### config.mk
export PLATFORM = sky130hd
export DESIGN_NAME = clb_switch_box_cfg
export DESIGN_NICKNAME = d
export VERILOG_FILES = /design/src/rtl/clb_switch_box_cfg.sv
export SDC_FILE = /design/constraint.sdc
export NUM_CORES = 1
export LEC_CHECK = 0
export CELL_PAD_IN_SITES_DETAIL_PLACEMENT = 0
export CELL_PAD_IN_SITES_GLOBAL_PLACEMENT = 1
export CORE_ASPECT_RATIO = 0.8
export CORE_MARGIN = 5
export CORE_UTILIZATION = 40
export DETAILED_ROUTE_END_ITERATION = 16
export PLACE_DENSITY_LB_ADDON = 0.1
export SKIP_CTS_REPAIR_TIMING = 1
export SYNTH_ARGS = -nofsm -noshare
export SYNTH_HDL_FRONTEND = slang
export SYNTH_SLANG_ARGS = --single-unit
### constraint.sdc
create_clock -name clk -period 3 [get_ports clk]
set_input_delay 0.6 -clock clk [delete_from_list [all_inputs] [get_ports clk]]
set_output_delay 0.6 -clock clk [all_outputs]
set_load 0.05 [all_outputs]
### src/rtl/clb_switch_box_cfg.sv
// CLB switch box: single/double/quad routing with a serial shadow/active config chain.
// Optional macro CLB_SB_CFG_PARITY_EN adds an odd-parity bit at the top of the chain.

module clb_sb_class #(
  parameter int W = 8,
  parameter int L = 1
) (
  input  logic [3:0][W-1:0]     wire_in,
  input  logic [8*(W/L)-1:0]    sel_bits,
  output logic [3:0][W-1:0]     wire_out
);
  localparam int NT = W / L;

  // Upper input bits only feed pass-through stagger; some are never consumed.
  logic unused_hi;
  assign unused_hi = ^wire_in;

  for (genvar s = 0; s < 4; s++) begin : g_side
    for (genvar i = 0; i < W; i++) begin : g_trk
      if (i < NT) begin : g_sw
        logic [1:0] sel;
        assign sel = sel_bits[8*i+2*s +: 2];
        assign wire_out[s][i] = (sel == 2'b01) ? wire_in[(s+1)%4][i] :
                                (sel == 2'b10) ? wire_in[(s+2)%4][i] :
                                (sel == 2'b11) ? wire_in[(s+3)%4][i] : 1'b0;
      end else begin : g_pass
        assign wire_out[s][i] = wire_in[(s+2)%4][i-NT];
      end
    end
  end
endmodule

module clb_switch_box_cfg #(
  parameter int WS = 8,
  parameter int WD = 8,
  parameter int WQ = 8
) (
  input  logic          clk,
  input  logic          rst_n,
  input  logic [WS-1:0] north_single_in,
  input  logic [WS-1:0] east_single_in,
  input  logic [WS-1:0] south_single_in,
  input  logic [WS-1:0] west_single_in,
  output logic [WS-1:0] north_single_out,
  output logic [WS-1:0] east_single_out,
  output logic [WS-1:0] south_single_out,
  output logic [WS-1:0] west_single_out,
  input  logic [WD-1:0] north_double_in,
  input  logic [WD-1:0] east_double_in,
  input  logic [WD-1:0] south_double_in,
  input  logic [WD-1:0] west_double_in,
  output logic [WD-1:0] north_double_out,
  output logic [WD-1:0] east_double_out,
  output logic [WD-1:0] south_double_out,
  output logic [WD-1:0] west_double_out,
  input  logic [WQ-1:0] north_quad_in,
  input  logic [WQ-1:0] east_quad_in,
  input  logic [WQ-1:0] south_quad_in,
  input  logic [WQ-1:0] west_quad_in,
  output logic [WQ-1:0] north_quad_out,
  output logic [WQ-1:0] east_quad_out,
  output logic [WQ-1:0] south_quad_out,
  output logic [WQ-1:0] west_quad_out,
  input  logic          cfg_en,
  input  logic          cfg_in,
  output logic          cfg_out,
  input  logic          cfg_commit,
  output logic          cfg_done,
  output logic          cfg_err
);
  localparam int NSW = WS + WD/2 + WQ/4;
`ifdef CLB_SB_CFG_PARITY_EN
  localparam int CFG_BITS = NSW*8 + 1;
`else
  localparam int CFG_BITS = NSW*8;
`endif
  localparam int CW = $clog2(CFG_BITS+1);
  localparam logic [CW-1:0] CNT_FULL = CW'(CFG_BITS);

  logic [CFG_BITS-1:0] shadow;
  logic [NSW*8-1:0]    active;
  logic [CW-1:0]       cnt;
  logic                parity_ok;
  logic                commit_ok;

`ifdef CLB_SB_CFG_PARITY_EN
  assign parity_ok = ^shadow;
`else
  assign parity_ok = 1'b1;
`endif
  assign commit_ok = (cnt == CNT_FULL) && parity_ok;
  assign cfg_out   = shadow[0];

  always_ff @(posedge clk or negedge rst_n) begin
    if (!rst_n) begin
      shadow   <= '0;
      active   <= '0;
      cnt      <= '0;
      cfg_done <= 1'b0;
      cfg_err  <= 1'b0;
    end else if (cfg_en) begin
      // A commit colliding with a shift is always rejected.
      shadow   <= {cfg_in, shadow[CFG_BITS-1:1]};
      cfg_done <= 1'b0;
      if (cnt != CNT_FULL) cnt <= cnt + CW'(1);
      if (cfg_commit) cfg_err <= 1'b1;
    end else if (cfg_commit) begin
      if (commit_ok) begin
        active   <= shadow[NSW*8-1:0];
        cnt      <= '0;
        cfg_done <= 1'b1;
      end else begin
        cfg_err  <= 1'b1;
        cfg_done <= 1'b0;
      end
    end
  end

  logic [3:0][WS-1:0] s_in, s_out;
  logic [3:0][WD-1:0] d_in, d_out;
  logic [3:0][WQ-1:0] q_in, q_out;

  assign s_in = {west_single_in, south_single_in, east_single_in, north_single_in};
  assign d_in = {west_double_in, south_double_in, east_double_in, north_double_in};
  assign q_in = {west_quad_in,   south_quad_in,   east_quad_in,   north_quad_in};

  clb_sb_class #(.W(WS), .L(1)) u_single (
    .wire_in (s_in),
    .sel_bits(active[0 +: 8*WS]),
    .wire_out(s_out)
  );

  clb_sb_class #(.W(WD), .L(2)) u_double (
    .wire_in (d_in),
    .sel_bits(active[8*WS +: 8*(WD/2)]),
    .wire_out(d_out)
  );

  clb_sb_class #(.W(WQ), .L(4)) u_quad (
    .wire_in (q_in),
    .sel_bits(active[8*(WS+WD/2) +: 8*(WQ/4)]),
    .wire_out(q_out)
  );

  assign north_single_out = s_out[0];
  assign east_single_out  = s_out[1];
  assign south_single_out = s_out[2];
  assign west_single_out  = s_out[3];
  assign north_double_out = d_out[0];
  assign east_double_out  = d_out[1];
  assign south_double_out = d_out[2];
  assign west_double_out  = d_out[3];
  assign north_quad_out   = q_out[0];
  assign east_quad_out    = q_out[1];
  assign south_quad_out   = q_out[2];
  assign west_quad_out    = q_out[3];
endmodule
# Word level (Yosys, flattened, before mapping)
# Cells that the tools add are included.
# op_classes
n_eq_ne	172
mux	179
n_reduce_logical	5
addsub	1
n_bitwise	1
# ops
op	n
$eq A2 B2 Y1 const B	112
$mux W1	175
$eq A2 B1 Y1 const B	56
$mux W7	4
$add A7 B1 Y7 const B	1
$eq A7 B7 Y1 const B	1
$ne A7 B7 Y1 const B	1
$reduce_and A3 Y1	2
$reduce_bool A2 Y1	2
$ne A2 B1 Y1 const B	1
$ne A2 B2 Y1 const B	1
$reduce_and A2 Y1	1
$not A1 Y1	1
# totals
output_inout_bits	99
regBits	233
inputBits	101
word_cells	363

# Depth between registers and ports, before layout
# logic_depth
depth_word	4
depth_mapped	9
depth_no_buf	8

# Modules after synthesis
# Synthesis repeated with hierarchy kept, for this count alone.
# hier_totals
hier_cells	737
hier_area_um2	10750.3
# modules_own_cells
module	cells_per_inst	n_inst	seq_area_each_um2	area_per_inst_um2
clb_switch_box_cfg	529	1	5830.6	9118.7
clb_sb_class (u_single)	96	1	0.0	760.7
clb_sb_class (u_double)	64	1	0.0	500.5
clb_sb_class (u_quad)	48	1	0.0	370.4

# Least setup slack after synthesis
# OpenSTA, ideal clock, no wires.
# synth_timing
path_type	input to register
start	input cfg_en
end	register cnt[4]
required_ns	2.876
cell_stages	9
setup_ns	0.124
arrival_time_ns	2.513
path_slack_ns	0.363
n_path_buf	4
cell_sequence	clkbuf_1 buf_2 buf_2 inv_1 ha_1 clkbuf_1 or3b_2 or4b_1 nand2_1
# synth_between
elab_chain_cells	2
word_cells_on_any_way	5
cone_classes	1 x eq/ne; 1 x mux; 3 x reduce/logical
# synth_lines
item	line_no	rtl
from (decl)	64	input logic cfg_en,
$ne A2 B1 Y1 (no source line) or $reduce_bool A2 Y1 (tied branches)	n/a	
$reduce_and A3 Y1 (no source line)	n/a	
to (signal assigned)	105	if (cnt != CNT_FULL) cnt <= cnt + CW'(1);
to (decl)	82	logic [CW-1:0] cnt;
# Several ways; a longest one is shown, not always the timed one.
# A chain may end at the register's enable or synchronous reset.

# Worst setup path in the final report
# layout_timing
start	input west_quad_in[1]
end	output east_quad_out[3]
# layout_rtl
item	line_no	rtl
from (decl)	59	input logic [WQ-1:0] west_quad_in,
to (decl)	61	output logic [WQ-1:0] east_quad_out,
# No word-level cell between the ends.

==> out/qor.yml <==
critPathSlowestCell: "clkdlybuf4s50_1"
antenna_cells: 0
layout.nets: 1007
cts_max_path_buffers: 3
clk_latency_ns: 0.51
synthCells: 792
cts_buffers: 25
critPathKind: "in -> out"
cts_max_level: 1
drv_slew: 0
r2r_cells: 8
end_kind: "primary output"
cts.sinks: 233
synthArstFlopShare_pct: 100
dr.pass1.iters: 4
syn_nets: 896
path_cells: "clkdlybuf4s50_1 -> clkdlybuf4s50_1"
synth_cell_types: 27
holdCritPathClass: "in -> async"
antenna_found_initial: 0
fin_skew_ns: 0.00735
overflow: 0
min_period_over_period_pct: 86.5
dp_hpwl_mm: 13.0
fin_tns_setup_ns: 0
maxSlewHeadroom_pct: 50.4
ir_drop_mv: 0.381
avgViaCountPerCell: 4.89
grt_usage_pct: 13.3
finalSetupViolCount: 0
io_buffers: 143
hold_viol: 0
ys.flop_type: "dfrtp_1"
dpl_cell_area_um2: 11900
routabilityCongestion: 0.734
status: "finished clean"
yosysTopAreaCell: "dfrtp_1"
synth.top_cell.area_share_pct: 55.8
wl_per_cell_um: 15.4
cp.depth: 2
seq_area_um2: 5830
whs_ns: 0.0605
dieWidth_um: 191
num-fill-cells: 2300
seq_area_frac_synth_pct: 55.8
worstPathRequired_ns: 2.40
drive_above_1_share_pct: 33.6
cts.clk_slew.worst_paths_ns: 0.06
critical-path-max-stage-delay_ns: 0.84
fin_crit_ns: 2.60
path_buf_inv: 2
synth_area_um2: 10400
power_density_nw_per_um2: 559
ys_warn_count: 0
ys_top_cells_by_area: "dfrtp_1, mux2_2, mux2_1, nand2_1, o21ai_0"
antenna_left: 0
fp-row-count: 52
final_cell_area_um2: 12700
rsz0062_at_grt: "no"
grt_pass1_vias: 6707
drt_iter0_drc: 196
max_freq_ghz: 0.385
die_h_um: 155
ys_ff_latch: 233
grt_pass1_wl_mm: 33.5
io_pins: 200
core_um2: 25500
layout-area-overhead-vs-synth_pct: 21.6
startpoint: "west_quad_in[1]"
drc: 0
multi_input_area_um2: 4140
reg2reg_slack_ns: 0.72
grt_max_degree: 114
cp_max_fo: 4
synth_edf_count: 0
wirelength_mm: 19.5
leakage_nw: 6.07
syn_avg_cell_area_um2: 13.2
tightest_slew_ns: 0.745
vias: 6207
reg2reg_from: "cnt[0]$_DFFE_PN0P_"
crit_top_cell: "clkdlybuf4s50_1"
worstSetupStartpointType: "input port"
cts-root-buf: "clkbuf_16"
die_area_um2: 29500
cts_tree: "built"
crit_family: "buffers and inverters"
worstPathArrival_ns: 2.00
cap_viol_max_count: 0
post-route-util_pct: 49.8
initial_core_util_pct: 41.0
[through the flow]
step	instances	power, mW	setup slack, ns
after global routing	1270	7.42	0.368
after detailed placement	1227	4.14	0.416
after floorplan	792	3.91	0.363
after CTS	1270	7.22	0.407
final	1270	7.09	0.404
after global placement	1227	4.11	0.419
[flip-flops by register name, indices dropped and copies added, names as in the netlist]
signal and flops:
cfg_done 1, cnt 7, cfg_err 1, active 112, shadow 112
[cells in the mapped netlist, types with 2 or more instances]
cell	number
ha_1	3
buf_6	8
mux2_2	200
inv_1	5
mux2_1	80
o211ai_1	3
nand2b_1	4
nand4_1	2
buf_4	41
clkbuf_1	8
nand2_1	119
buf_2	9
o21ai_0	62
dfrtp_1	233
mux2i_1	2
nor3_1	2
[power breakdown]
part           switching [mW]  total [mW]  internal [mW]
Sequential              0.163        3.50           3.33
Clock                    1.19        3.02           1.83
Combinational           0.269       0.575          0.306
Total                    1.62        7.09           5.47
[area by class of cell]
| type | count | share of cell area (%) |
|---|---|---|
| clock buffers | 37 | 5.99 |
| clock inverters | 6 | 0.493 |
| inverters | 5 | 0.148 |
| multi-input cells | 488 | 32.6 |
| flip-flops and latches | 233 | 45.9 |
| well taps | 351 | 3.46 |
| repair buffers | 150 | 11.4 |
[logic make-up (layout without fill, tap and decap cells)]
group / after synthesis / count (layout) / share of synthesized area (%)
mux: 282 / 282 / 30.4
simple gates: 135 / 135 / 5.39
flops: 233 / 233 / 55.8
fa+ha+maj: 3 / 3 / 0.359
compound gates: 68 / 68 / 3.38
buf+inv: 71 / 198 / 4.71
[worst paths after layout]
kind                                     endpoint
max                              east_quad_out[3]
min                        shadow[31]$_DFFE_PN0P_
max reg2reg                    cnt[4]$_DFFE_PN0P_
min reg2reg                   cfg_err$_DFFE_PN0P_
max in group asynchronous  shadow[81]$_DFFE_PN0P_
min in group clk               cnt[1]$_DFFE_PN0P_
[placed cells by master (no fill, tap or decap), types with 2 or more instances in the layout]
master,Yosys,layout
inv_1,5,5
clkdlybuf4s50_1,0,83
inv_6,0,2
nor3_1,2,2
clkbuf_1,8,3
mux2i_1,2,2
clkbuf_16,0,25
nand4_1,2,2
dfrtp_1,233,233
clkbuf_8,0,9
ha_1,3,3
nand2_1,119,119
buf_4,41,57
o21ai_0,62,62
nand2b_1,4,4
o211ai_1,3,3
clkinv_2,0,3
mux2_1,80,80
mux2_2,200,200
buf_12,0,9
[routing by layer]
metal / share of wire, % / global-route usage [%] / vias up
met1: 47 / 18.7 / 3087
li1: - / - / 2975
met2: 46 / 21.1 / 107
met5: 0 / 0 / -
met4: 2.3 / 3.38 / 0
met3: 4.4 / 2.70 / 38
Note: power is estimated with default switching activity, not from simulation.
